`config.mk`:
```
export PLATFORM = sky130hd
export DESIGN_NAME = acc_share_ctrl
export DESIGN_NICKNAME = d
export VERILOG_FILES = /design/src/rtl/acc_share_ctrl.sv
export SDC_FILE = /design/constraint.sdc
export NUM_CORES = 1
export LEC_CHECK = 0
export ABC_AREA = 1
export BUFFER_PORTS_ARGS = -buffer_cell sky130_fd_sc_hd__clkbuf_2
export CAP_MARGIN = 20
export CORE_MARGIN = 8
export CORE_UTILIZATION = 49
export DETAILED_ROUTE_END_ITERATION = 8
export HOLD_SLACK_MARGIN = 0.02
export PLACE_DENSITY = 0.83
export SYNTH_ARGS = -nofsm -noshare
export SYNTH_HDL_FRONTEND = slang
export SYNTH_SLANG_ARGS = --single-unit
```
`constraint.sdc`:
```
create_clock -name sys_clk -period 2.4 [get_ports sys_clk]
set_input_delay 0.48 -clock sys_clk [delete_from_list [all_inputs] [get_ports sys_clk]]
set_output_delay 0.48 -clock sys_clk [all_outputs]
set_load 0.05 [all_outputs]
```
`src/rtl/acc_share_ctrl.sv`:
```
// acc_share_ctrl
// Round-robin scheduler that lends one burst accumulator to four requesters.
// Each transaction runs IDLE -> LAUNCH -> RUN -> WAIT -> DONE:
//   LAUNCH: one-cycle start pulse to the accumulator,
//   RUN:    acc_num+1 samples streamed from the owner, with a read strobe,
//   WAIT:   the end flag is awaited, with a bounded timeout,
//   DONE:   the sum is handed back to the owner with a done pulse.
//
// Ports
//   sys_clk, sys_rst      clock, asynchronous active-low reset
//   req[3:0]              level request per requester, held until its done
//   num_bus               per-requester sample count (slice i = [i*CNT_W +: CNT_W])
//   data_bus              per-requester data word (slice i = [i*DATA_W +: DATA_W])
//   rd[3:0]               one-hot read strobe to the owner during RUN
//   grant[3:0]            one-hot owner from LAUNCH through DONE
//   done[3:0]             one-cycle completion pulse to the owner
//   result                sum of the last completed transaction
//   busy                  high whenever the FSM is not in IDLE
//   err                   sticky accumulator-timeout flag
//   acc_add_en            start pulse to the accumulator
//   acc_num               sample count to the accumulator
//   acc_data              data to the accumulator (owner's slice)
//   acc_sum, acc_add_end  sum and end flag returned by the accumulator
module acc_share_ctrl #(
  parameter int DATA_W = 8,
  parameter int CNT_W  = 4,
  parameter int TO_CYC = 8
) (
  input  logic                sys_clk,
  input  logic                sys_rst,
  input  logic [3:0]          req,
  input  logic [4*CNT_W-1:0]  num_bus,
  input  logic [4*DATA_W-1:0] data_bus,
  output logic [3:0]          rd,
  output logic [3:0]          grant,
  output logic [3:0]          done,
  output logic [DATA_W-1:0]   result,
  output logic                busy,
  output logic                err,
  output logic                acc_add_en,
  output logic [CNT_W-1:0]    acc_num,
  output logic [DATA_W-1:0]   acc_data,
  input  logic [DATA_W-1:0]   acc_sum,
  input  logic                acc_add_end
);

  // WAIT-cycle counter runs 0 .. TO_CYC-1; reaching the last value without an
  // end flag is the timeout.
  localparam int              TO_W    = (TO_CYC > 1) ? $clog2(TO_CYC) : 1;
  localparam logic [TO_W-1:0] TO_LAST = TO_W'(TO_CYC - 1);

  typedef enum logic [2:0] {
    S_IDLE   = 3'd0,
    S_LAUNCH = 3'd1,
    S_RUN    = 3'd2,
    S_WAIT   = 3'd3,
    S_DONE   = 3'd4
  } state_t;

  state_t            r_state;
  state_t            w_state_nxt;
  logic [1:0]        r_ptr;
  logic [1:0]        r_owner;
  logic [CNT_W-1:0]  r_cnt;
  logic [TO_W-1:0]   r_to;
  logic [3:0]        r_rd;
  logic [3:0]        r_grant;
  logic [3:0]        r_done;
  logic [DATA_W-1:0] r_result;
  logic              r_busy;
  logic              r_err;
  logic              r_add_en;
  logic [CNT_W-1:0]  r_acc_num;

  logic [2:0]        w_pick;
  logic [3:0]        w_grant_nxt;
  logic              w_end_ok;
  logic              w_timeout;
  logic [DATA_W-1:0] w_acc_data;

  // Round-robin search: returns {found, index}. Offsets are scanned from the
  // farthest (the pointer itself) to the nearest (pointer+1) so that the
  // nearest set request is the one left in the result.
  function automatic logic [2:0] rr_pick(input logic [1:0] ptr, input logic [3:0] rq);
    logic [2:0] res;
    logic [1:0] idx;
    res = 3'b000;
    for (int k = 4; k >= 1; k--) begin
      idx = ptr + 2'(k);
      if (rq[idx]) begin
        res = {1'b1, idx};
      end else begin
        res = res;
      end
    end
    return res;
  endfunction

  // Next-state and next-grant decode.
  always_comb begin
    w_pick      = rr_pick(r_ptr, req);
    w_state_nxt = r_state;
    w_grant_nxt = r_grant;
    w_end_ok    = 1'b0;
    w_timeout   = 1'b0;
    case (r_state)
      S_IDLE: begin
        if (w_pick[2]) begin
          w_state_nxt = S_LAUNCH;
          w_grant_nxt = 4'b0001 << w_pick[1:0];
        end else begin
          w_state_nxt = S_IDLE;
          w_grant_nxt = 4'b0000;
        end
      end
      S_LAUNCH: begin
        w_state_nxt = S_RUN;
      end
      S_RUN: begin
        // r_cnt starts at acc_num, so RUN lasts acc_num+1 cycles.
        if (r_cnt == {CNT_W{1'b0}}) begin
          w_state_nxt = S_WAIT;
        end else begin
          w_state_nxt = S_RUN;
        end
      end
      S_WAIT: begin
        if (acc_add_end) begin
          w_state_nxt = S_DONE;
          w_end_ok    = 1'b1;
        end else if (r_to == TO_LAST) begin
          w_state_nxt = S_DONE;
          w_timeout   = 1'b1;
        end else begin
          w_state_nxt = S_WAIT;
        end
      end
      S_DONE: begin
        w_state_nxt = S_IDLE;
        w_grant_nxt = 4'b0000;
      end
      default: begin
        w_state_nxt = S_IDLE;
        w_grant_nxt = 4'b0000;
      end
    endcase
  end

  // State register.
  always_ff @(posedge sys_clk or negedge sys_rst) begin
    if (!sys_rst) begin
      r_state <= S_IDLE;
    end else begin
      r_state <= w_state_nxt;
    end
  end

  // Registered Moore outputs, decoded from the state being entered so each
  // one lines up exactly with its state.
  always_ff @(posedge sys_clk or negedge sys_rst) begin
    if (!sys_rst) begin
      r_grant  <= 4'b0000;
      r_rd     <= 4'b0000;
      r_done   <= 4'b0000;
      r_busy   <= 1'b0;
      r_add_en <= 1'b0;
    end else begin
      r_grant  <= w_grant_nxt;
      r_rd     <= (w_state_nxt == S_RUN)  ? w_grant_nxt : 4'b0000;
      r_done   <= (w_state_nxt == S_DONE) ? w_grant_nxt : 4'b0000;
      r_busy   <= (w_state_nxt != S_IDLE);
      r_add_en <= (w_state_nxt == S_LAUNCH);
    end
  end

  // Transaction datapath: owner capture, sample and timeout counters, result,
  // sticky error and round-robin pointer.
  always_ff @(posedge sys_clk or negedge sys_rst) begin
    if (!sys_rst) begin
      r_ptr     <= 2'd3;
      r_owner   <= 2'd0;
      r_cnt     <= {CNT_W{1'b0}};
      r_to      <= {TO_W{1'b0}};
      r_result  <= {DATA_W{1'b0}};
      r_err     <= 1'b0;
      r_acc_num <= {CNT_W{1'b0}};
    end else begin
      case (r_state)
        S_IDLE: begin
          if (w_pick[2]) begin
            r_owner   <= w_pick[1:0];
            r_acc_num <= num_bus[w_pick[1:0]*CNT_W +: CNT_W];
          end
        end
        S_LAUNCH: begin
          r_cnt <= r_acc_num;
          r_to  <= {TO_W{1'b0}};
        end
        S_RUN: begin
          r_cnt <= r_cnt - CNT_W'(1);
        end
        S_WAIT: begin
          r_to <= r_to + TO_W'(1);
          if (w_end_ok) begin
            r_result <= acc_sum;
          end
          if (w_timeout) begin
            r_err <= 1'b1;
          end
        end
        S_DONE: begin
          r_ptr <= r_owner;
          r_to  <= {TO_W{1'b0}};
        end
        default: begin
          r_to <= {TO_W{1'b0}};
        end
      endcase
    end
  end

  // Owner's data word steered to the accumulator; zero when nobody owns it.
  always_comb begin
    case (r_grant)
      4'b0001: w_acc_data = data_bus[0*DATA_W +: DATA_W];
      4'b0010: w_acc_data = data_bus[1*DATA_W +: DATA_W];
      4'b0100: w_acc_data = data_bus[2*DATA_W +: DATA_W];
      4'b1000: w_acc_data = data_bus[3*DATA_W +: DATA_W];
      default: w_acc_data = {DATA_W{1'b0}};
    endcase
  end

  assign rd         = r_rd;
  assign grant      = r_grant;
  assign done       = r_done;
  assign result     = r_result;
  assign busy       = r_busy;
  assign err        = r_err;
  assign acc_add_en = r_add_en;
  assign acc_num    = r_acc_num;
  assign acc_data   = w_acc_data;

endmodule

```
; Word-level counts from Yosys, hierarchy flattened
; Cells that the tools add are included.
[classes]
addsub = 5
order_cmp = 4
n_eq_ne = 12
shift = 2
muxes = 29
reduce_logical = 9
[ops]
columns = cell, n
row1 = $pmux 8 s4, 1
row2 = $mux 3, 6
row3 = $pmux 4 s2, 2
row4 = $shiftx 16x5->4, 1
row5 = $lt 2x3->1 const B, 4
row6 = $mux 4, 3
row7 = $pmux 3 s4, 1
row8 = $mux 1, 11
row9 = $eq 3x2->1 const B, 3
row10 = $eq 3x3->1 const B, 3
row11 = $bmux 1 s2, 4
row12 = $eq 3x1->1 const B, 2
row13 = $pmux 3 s2, 1
row14 = $reduce_and 2->1, 3
row15 = $add 2x2->2 const B, 2
row16 = $eq 4x1->1 const B, 1
row17 = $eq 4x2->1 const B, 1
row18 = $eq 4x3->1 const B, 1
row19 = $eq 4x4->1 const B, 1
row20 = $logic_not 4->1, 1
row21 = $shl 1x2->4 const A, 1
row22 = $sub 4x1->4 const B, 1
row23 = $add 3x1->3 const B, 1
row24 = $logic_not 3->1, 1
row25 = other kinds (5), 5
[word_totals]
regBits = 41
out_inout_bits = 35
word_cells = 74

; Depth between registers and ports, before layout
; Gate-level depths: netlist (run 1).
[depth]
ltp_word = 10
depth_mapped = 14

; Worst setup path before layout (run 1)
; Ideal clock, no wire load.
[synth_timing]
path_type = reg2out
startpoint = register r_grant[2], in the netlist grant[2]
endpoint = output port acc_data[0]
arrival_ns = 2.215
t_required_ns = 1.920
setup_slack_ns = -0.295
path_stages_with_launch = 5
path_buffers = 1
path_cell_list = dfrtp_1 > clkbuf_1 > nor2_2 > nand3_1 > o2111ai_1
[synth_via]
elab_chain_len = 2
elab_cells_between_ends = 5
cone_classes = eq/ne: 4 / mux: 1
[synth_rtl]
columns = item, line_no
row1 = from (decl), 67  ; logic [3:0] r_grant;
row2 = from (signal assigned), 168  ; r_grant <= w_grant_nxt;
row3 = $eq 4x4->1 (tied with other cells), 224  ; case (r_grant)
row4 = $pmux 8 s4 (*), 224
row5 = to (decl), 42  ; output logic [DATA_W-1:0] acc_data,
; Mark *: on every way between the ends. The rest lies on a longest branch, timed or not.

; Worst setup path in the final report (run 1)
[layout_timing]
startpoint = register r_grant[2], in the netlist grant[2]
endpoint = output port acc_data[2]
; Same word-level chain as after synthesis.

==> flow_summary_export.csv, run 1 <==
group,metric,value,unit
critical_path,rr_startpoint,"r_ptr[0]",
critical_path,reg2reg_slack,0.43,ns
sta,tightest_slew,0.414,ns
power,p_leak,1.78,nW
placed_design,dp_hpwl,5.08,mm
clocking,cts_hold_buf,0,
outcome,outcome,"completed",
critical_path,worst-setup-path-type,"reg -> out",
clocking,cts_tree,"yes",
sta,worst_slack,0.183,ns
clocking,clock-sinks,41,
clocking,h-tree-depth,2,
logic_synthesis,synth_nets,365,
sta,relSlewSlack,72.4,%
critical_path,cpPeakStageDelay,0.51,ns
global_route,grt-ovfl-total,0,
clocking,postCtsSetupRepairBufs,0,
floorplanning,start_util,49.5,%
sta,holdWs,0.101,ns
sta,clock_skew,0.00735,ns
detailed_routing,drt-wirelength-per-cell,13.0,µm
finish,fin_util,62.9,%
sta,rsz0062_at_grt,"no",
clocking,root_buffer,"clkbuf_8",
clocking,clk_pin_slew,0.08,ns
logic_synthesis,yosysMostFrequentCell,"inv_1",
sta,fin_crit_sh,92.4,%
placed_design,pre_cts_ws,0.416,ns
logic_synthesis,synth_edf_count,0,
critical_path,critPathMaxFanout,11,
logic_synthesis,synthTopCellsByCount,"53 x inv_1, 51 x nand2_1, 39 x dfrtp_1, 27 x nand3_1, 25 x nand4_1",
placed_design,portBuffers,97,
sta,max_clock_freq,451,MHz
finish,final_area,3130,µm²
logic_synthesis,post_synth.cell_area_avg,8.26,µm²
detailed_routing,drt_first_pass_iters,5,
min_path,hp-class,"in -> async",
floorplanning,die_w,86.9,µm
finish,syn2layout_area_growth,27.1,%
logic_synthesis,synth_top_area_share,39.6,%
critical_path,critPathArrivalTime,1.74,ns
critical_path,cpMaxStageDelayCell,"dfrtp_1",
logic_synthesis,yosysUniqueCellTypes,35,
clocking,clk_latency,0.29,ns
flow_run,drv_cap,0,
floorplanning,fp-row-count,26,
finish,num_antenna_cells,0,
critical_path,cp-end-kind,"output port",
finish,instances_no_fill,472,
placed_design,dp.cells,464,
detailed_routing,vias_per_cell,4.96,
global_route,grt_antenna_before_repair,0,
logic_synthesis,synthFlopType,"dfrtp_1",
clocking,cts_resized,0,
power,p_per_area,1530,nW/µm²
clocking,cts_made_buffers,5,
global_route,grt_start_max_net_pins,25,
logic_synthesis,ys_ff_latch,41,
logic_synthesis,ys_warn_count,0,
detailed_routing,wl,6.14,mm
logic_synthesis,synth_area,2460,µm²
logic_synthesis,synth-async-reset-ratio,100,%
logic_synthesis,synth_area_leaders,"dfrtp_1 40%, inv_1 8.1%, nand2_1 7.8%, nand4_1 6.4%, nand3_1 5.5%",
clocking,cts.path.max_buffers,2,
global_route,track_usage,17.0,%
critical_path,worstReg2RegEnd,"done[2]",
finish,fin_nets,468,
detailed_routing,vias,2340,
floorplanning,coreArea,4980,µm²
critical_path,cp_data_required_time,1.92,ns
critical_path,cp-start-kind,"flip-flop",
critical_path,reg2regPathDepth,13,
sta,report.final.slew_viol_count,0,
placed_design,placed_cell_area,3040,µm²
floorplanning,dieArea,7550,µm²
placed_design,gp_congestion,0.921,
critical_path,cp_cell_sequence,"nor2_2 -> nand3_2 -> o2111ai_1 -> clkbuf_2",
logic_synthesis,synth_cells,298,
power,vdd_drop_max,1.03,mV
logic_synthesis,synth_top_cell_by_area,"dfrtp_1",
floorplanning,top_level_ports,98,
sta,final.min_clock_period,2.22,ns
detailed_routing,antenna_left,0,
detailed_routing,route.detailed.drc,0,
global_route,grt_pass1_wl,10.5,mm
sta,setup_viol,0,
floorplanning,die_h,86.9,µm
finish,drive_above_1_share,38.1,%
sta,finalHoldViolCount,0,
detailed_routing,drt_first_iter_violations,79,
logic_synthesis,ys_seq_area_share,41.8,%
global_route,grt_pass1_vias,2433,
[per-layer routing]
layer | vias up | part of all wire [%] | GRT usage [%]
li1 | 1198 | - | -
met1 | 1045 | 43 | 20.4
met2 | 89 | 47 | 29.2
met3 | 8 | 8.7 | 4.43
met4 | 0 | 1.4 | 4.69
met5 | - | 0 | 0
[state kept, by name, indices dropped and copies added (netlist names)]
| name | cells |
|---|---|
| acc_add_en | 1 |
| acc_num | 4 |
| busy | 1 |
| done | 4 |
| err | 1 |
| grant | 4 |
| r_cnt | 4 |
| r_owner | 2 |
| r_ptr | 2 |
| r_state | 3 |
| r_to | 3 |
| rd | 4 |
| result | 8 |
[worst max path at each step]
stage,slack (ns),endpoint,startpoint,depth (start not counted)
after floorplan,-0.30,acc_data[0],grant[2],4
after global placement,0.46,acc_data[0],grant[2],4
after detailed placement,0.42,acc_data[7],grant[2],4
after CTS,0.09,acc_data[7],grant[2],4
after global routing,0.04,acc_data[7],grant[2],4
final,0.18,acc_data[2],grant[2],4
[area by class of cell]
cell class | instances | area [µm²]
Clock buffer | 5 | 68.8
Clock inverter | 3 | 17.5
Fill cell | 472 | 1850
Inverter | 60 | 230
Multi-Input combinational cell | 192 | 1180
Sequential cell | 41 | 1030
Tap cell | 70 | 87.6
Timing Repair Buffer | 101 | 515
[report_power, final]
| group | leakage [nW] | switching, mW | internal [mW] | total (mW) |
|---|---|---|---|---|
| combinational | 1.22 | 2.26 | 0.904 | 3.16 |
| sequential | 0.517 | 0.209 | 0.979 | 1.19 |
| clock | 0.0439 | 0.237 | 0.201 | 0.437 |
[worst max-delay path: cells and delay by family (launching register included)]
family / cells / cell delay, ns
buffers and inverters: 1 / 0.32
flip-flops: 1 / 0.51
AO/OA/AOI/OAI: 1 / 0.24
AND/OR/NAND/NOR: 2 / 0.38
[kinds of logic (layout without fill, tap and decap cells)]
group / count (synthesis) / in the layout / share of synthesized area, %
simple gates: 147 / 147 / 32.0
buf+inv: 65 / 169 / 10.4
flops: 41 / 41 / 41.8
compound gates: 32 / 32 / 9.81
mux: 8 / 8 / 3.66
fa+ha+maj: 4 / 4 / 2.03
xor+xnor: 1 / 1 / 0.356
[per-stage QoR]
| stage | setup TNS (ns) | total power [mW] |
|---|---|---|
| floorplan | -2.36 | 3.69 |
| global placement | 0 | 4.29 |
| detailed placement | 0 | 4.38 |
| CTS | 0 | 4.82 |
| global route | 0 | 5.18 |
| finish | 0 | 4.79 |
[cell usage in the layout, fill, tap and decap left out, drive strengths merged, types with 4 or more instances in the layout]
cell type  count
clkinv         5
nand2         66
mux2           8
dfrtp         39
ha             4
nand3         28
buf            5
inv           57
clkbuf       101
a21oi          8
o2111ai        8
o21ai          7
nand4         25
nor2          25
(Power assumes the default switching activity.)
==> run 2, diff against run 1 <==
ABC_AREA = unset   (was 1)
CORE_UTILIZATION = 47   (was 49)
PLACE_DENSITY = 0.82   (was 0.83)
==> run 2 against run 1 <==
Net effect:
- synthesized cell count is 21% lower
- highest routed layer unchanged
- non-clock buffer count grew 4
- worst hold slack worse by 0.013 ns
- combinational power fell by 23%
- largest power group unchanged
- register-to-register slack worse by 0.05 ns
- routed wire length is 4.1% lower
==> flow_summary_export.csv, run 2 <==
group,metric,value,unit
floorplanning,dieArea,7150,µm²
finish,fin_nets,398,
global_route,grt_pass1_vias,2125,
detailed_routing,drt_first_iter_violations,78,
finish,syn2layout_area_growth,30.6,%
detailed_routing,route.detailed.drc,0,
floorplanning,die_w,84.6,µm
power,vdd_drop_max,0.835,mV
clocking,cts_made_buffers,5,
sta,worst_slack,0.140,ns
global_route,grt_pass1_wl,9.95,mm
logic_synthesis,yosysUniqueCellTypes,38,
logic_synthesis,synth_edf_count,0,
floorplanning,start_util,47.8,%
power,clkPwrFrac,13.3,%
detailed_routing,drt_first_pass_iters,4,
sta,fin_crit_sh,94.2,%
logic_synthesis,ys_ff_latch,41,
power,switching_power,2.19,mW
critical_path,cp-end-kind,"output port",
global_route,track_usage,16.8,%
floorplanning,coreArea,4630,µm²
sta,setup_viol,0,
placed_design,dp.cells,378,
floorplanning,fp-row-count,25,
logic_synthesis,post_synth.cell_area_avg,9.45,µm²
finish,mostFrequentLayoutCell,"clkbuf_2",
placed_design,pre_cts_ws,0.228,ns
detailed_routing,drt-wirelength-per-cell,15.3,µm
logic_synthesis,synth_compound_area_share,17.0,%
critical_path,critPathArrivalTime,1.78,ns
placed_design,gp_congestion,0.860,
clocking,h-tree-depth,2,
logic_synthesis,synthTopCellsByCount,"39 x dfrtp_1, 26 x nor2_1, 24 x nand2_1, 18 x a21oi_1, 15 x mux2_2",
detailed_routing,antenna_left,0,
logic_synthesis,synth_adder_area_share,2.26,%
logic_synthesis,synth_top_family_by_area,"simple AND/OR/NAND/NOR gates",
finish,num_antenna_cells,0,
critical_path,cp_data_required_time,1.92,ns
logic_synthesis,synth_simple_gate_area_share,19.1,%
clocking,cts.path.max_buffers,2,
power,intPower,2.05,mW
sta,max_clock_freq,442,MHz
sta,clock_skew,0.00413,ns
logic_synthesis,synth_top_cell_by_area,"dfrtp_1",
clocking,clock-sinks,41,
critical_path,cp-start-kind,"flip-flop",
power,switching_share,51.8,%
logic_synthesis,synth_top_area_share,44.1,%
placed_design,dp_hpwl,4.80,mm
outcome,outcome,"completed",
logic_synthesis,synth-async-reset-ratio,100,%
sta,relSlewSlack,63.4,%
logic_synthesis,synthMuxAreaShare,9.90,%
finish,fin_util,62.4,%
sta,report.final.slew_viol_count,0,
floorplanning,top_level_ports,98,
power,seqPwrFrac,29.1,%
logic_synthesis,synth_nets,301,
logic_synthesis,synthFlopType,"dfrtp_1",
sta,rsz0062_at_grt,"no",
logic_synthesis,yosysMostFrequentCell,"dfrtp_1",
power,combPwrFrac,57.6,%
finish,instances_no_fill,386,
finish,final_cell_mix,"97 x clkbuf_2, 39 x dfrtp_1, 26 x nor2_1, 24 x nand2_1, 18 x a21oi_1",
finish,drive_above_1_share,42.8,%
critical_path,worst-setup-path-type,"reg -> out",
clocking,cts_tree,"yes",
clocking,clk_pin_slew,0.08,ns
clocking,postCtsSetupRepairBufs,0,
clocking,root_buffer,"clkbuf_8",
sta,final.min_clock_period,2.26,ns
flow_run,drv_cap,0,
detailed_routing,vias,2046,
finish,largest_reg_flops,8,
sta,holdWs,0.0879,ns
global_route,grt-ovfl-total,0,
logic_synthesis,synth_cells,234,
power,p_per_area,1470,nW/µm²
logic_synthesis,ys_warn_count,0,
min_path,hp-class,"in -> async",
clocking,clk_latency,0.29,ns
logic_synthesis,yosys.area_share.xor_xnor,0,%
detailed_routing,wl,5.89,mm
logic_synthesis,synth_area_leaders,"dfrtp_1 44%, mux2_2 7.6%, nor2_1 4.4%, a21oi_1 4.1%, nand2_1 4.1%",
global_route,grt_start_max_net_pins,27,
sta,tightest_slew,0.543,ns
logic_synthesis,synth_area,2210,µm²
logic_synthesis,ys_seq_area_share,46.5,%
global_route,grt_antenna_before_repair,0,
critical_path,critPathMaxFanout,8,
placed_design,portBuffers,97,
sta,finalHoldViolCount,0,
power,p_leak,1.46,nW
detailed_routing,vias_per_cell,5.30,
floorplanning,die_h,84.6,µm
run 2: cell count changes in the layout (fill, tap and decap cells not counted), moves of 6 or more:
cell       change
a22oi_1        +9
nand2_1       -27
nand4_1       -25
inv_1         -47
nand2_4        -7
nand3_1       -18
a21oi_1       +14
nand2_2        -7
o21ai_1       +10
mux2_2         +7
nor2_1         +6
nor3_1         +9
o2111ai_1      -8
run 2: timing repair:
action | in CTS | in global routing
hold buffers | 0 | 0
gates resized for setup | 2 | 2
setup endpoints to repair | 8 | 8
run 2: path summary, 6_finish.rpt:
check / slack [ns] / depth (start not counted) / endpoint / start
worst max-delay path: 0.14 / 6 / acc_data[6] / grant[1]
worst min-delay path: 0.09 / 1 / result[0] / sys_rst
worst max register to register: 0.38 / 6 / acc_num[3] / r_ptr[1]
worst min register to register: 0.48 / 2 / r_owner[1] / r_owner[1]
max in group asynchronous: 1.61 / 2 / r_ptr[0] / sys_rst
min in group sys_clk: 0.41 / 2 / result[6] / acc_sum[6]
run 2: metrics by stage:
step	power, mW	cell area (µm²)	setup TNS, ns
2_1_floorplan	3.11	2220	-0.884
3_3_place_gp	3.61	2760	0
3_5_place_dp	3.68	2760	0
4_1_cts	4.26	2880	0
5_1_grt	4.52	2890	0
6_report	4.24	2890	0
run 2: kinds of logic after synthesis:
| logic type | Yosys count |
|---|---|
| adder cells (fa/ha/maj) | 4 |
| AO/OA/AOI/OAI | 58 |
| buffers and inverters | 22 |
| flip-flops | 41 |
| AND/OR/NAND/NOR | 89 |
| multiplexers | 20 |
run 2: final cells by class:
cell class / instances / area, µm²
Sequential cell: 41 / 1030
Timing Repair Buffer: 105 / 546
Tap cell: 54 / 67.6
Inverter: 7 / 38.8
Clock buffer: 5 / 68.8
Fill cell: 407 / 1740
Multi-Input combinational cell: 171 / 1090
Clock inverter: 3 / 46.3
run 2: power by group through the flow:
stage,registers [mW],logic (mW),clock network [mW]
6_report,1.24,2.44,0.563
5_1_grt,1.27,2.65,0.604
4_1_cts,1.23,2.45,0.575
3_5_place_dp,1.24,2.45,0
3_3_place_gp,1.22,2.39,0
2_1_floorplan,1.74,1.37,0
run 2: critical path, stage by stage (launching register included):
cell and delay (ns):
dfrtp_1 0.48, nor2b_4 0.29, a22oi_1 0.11, nor2_1 0.10, a21oi_1 0.06, o21ai_1 0.14
clkbuf_2 0.30
run 2: per-layer routing:
metal  track usage, %  routed length (µm)
met3             6.24                 459
met1             19.0                2440
met2             28.6                2930
met4             5.18                  65
met5                0                   0
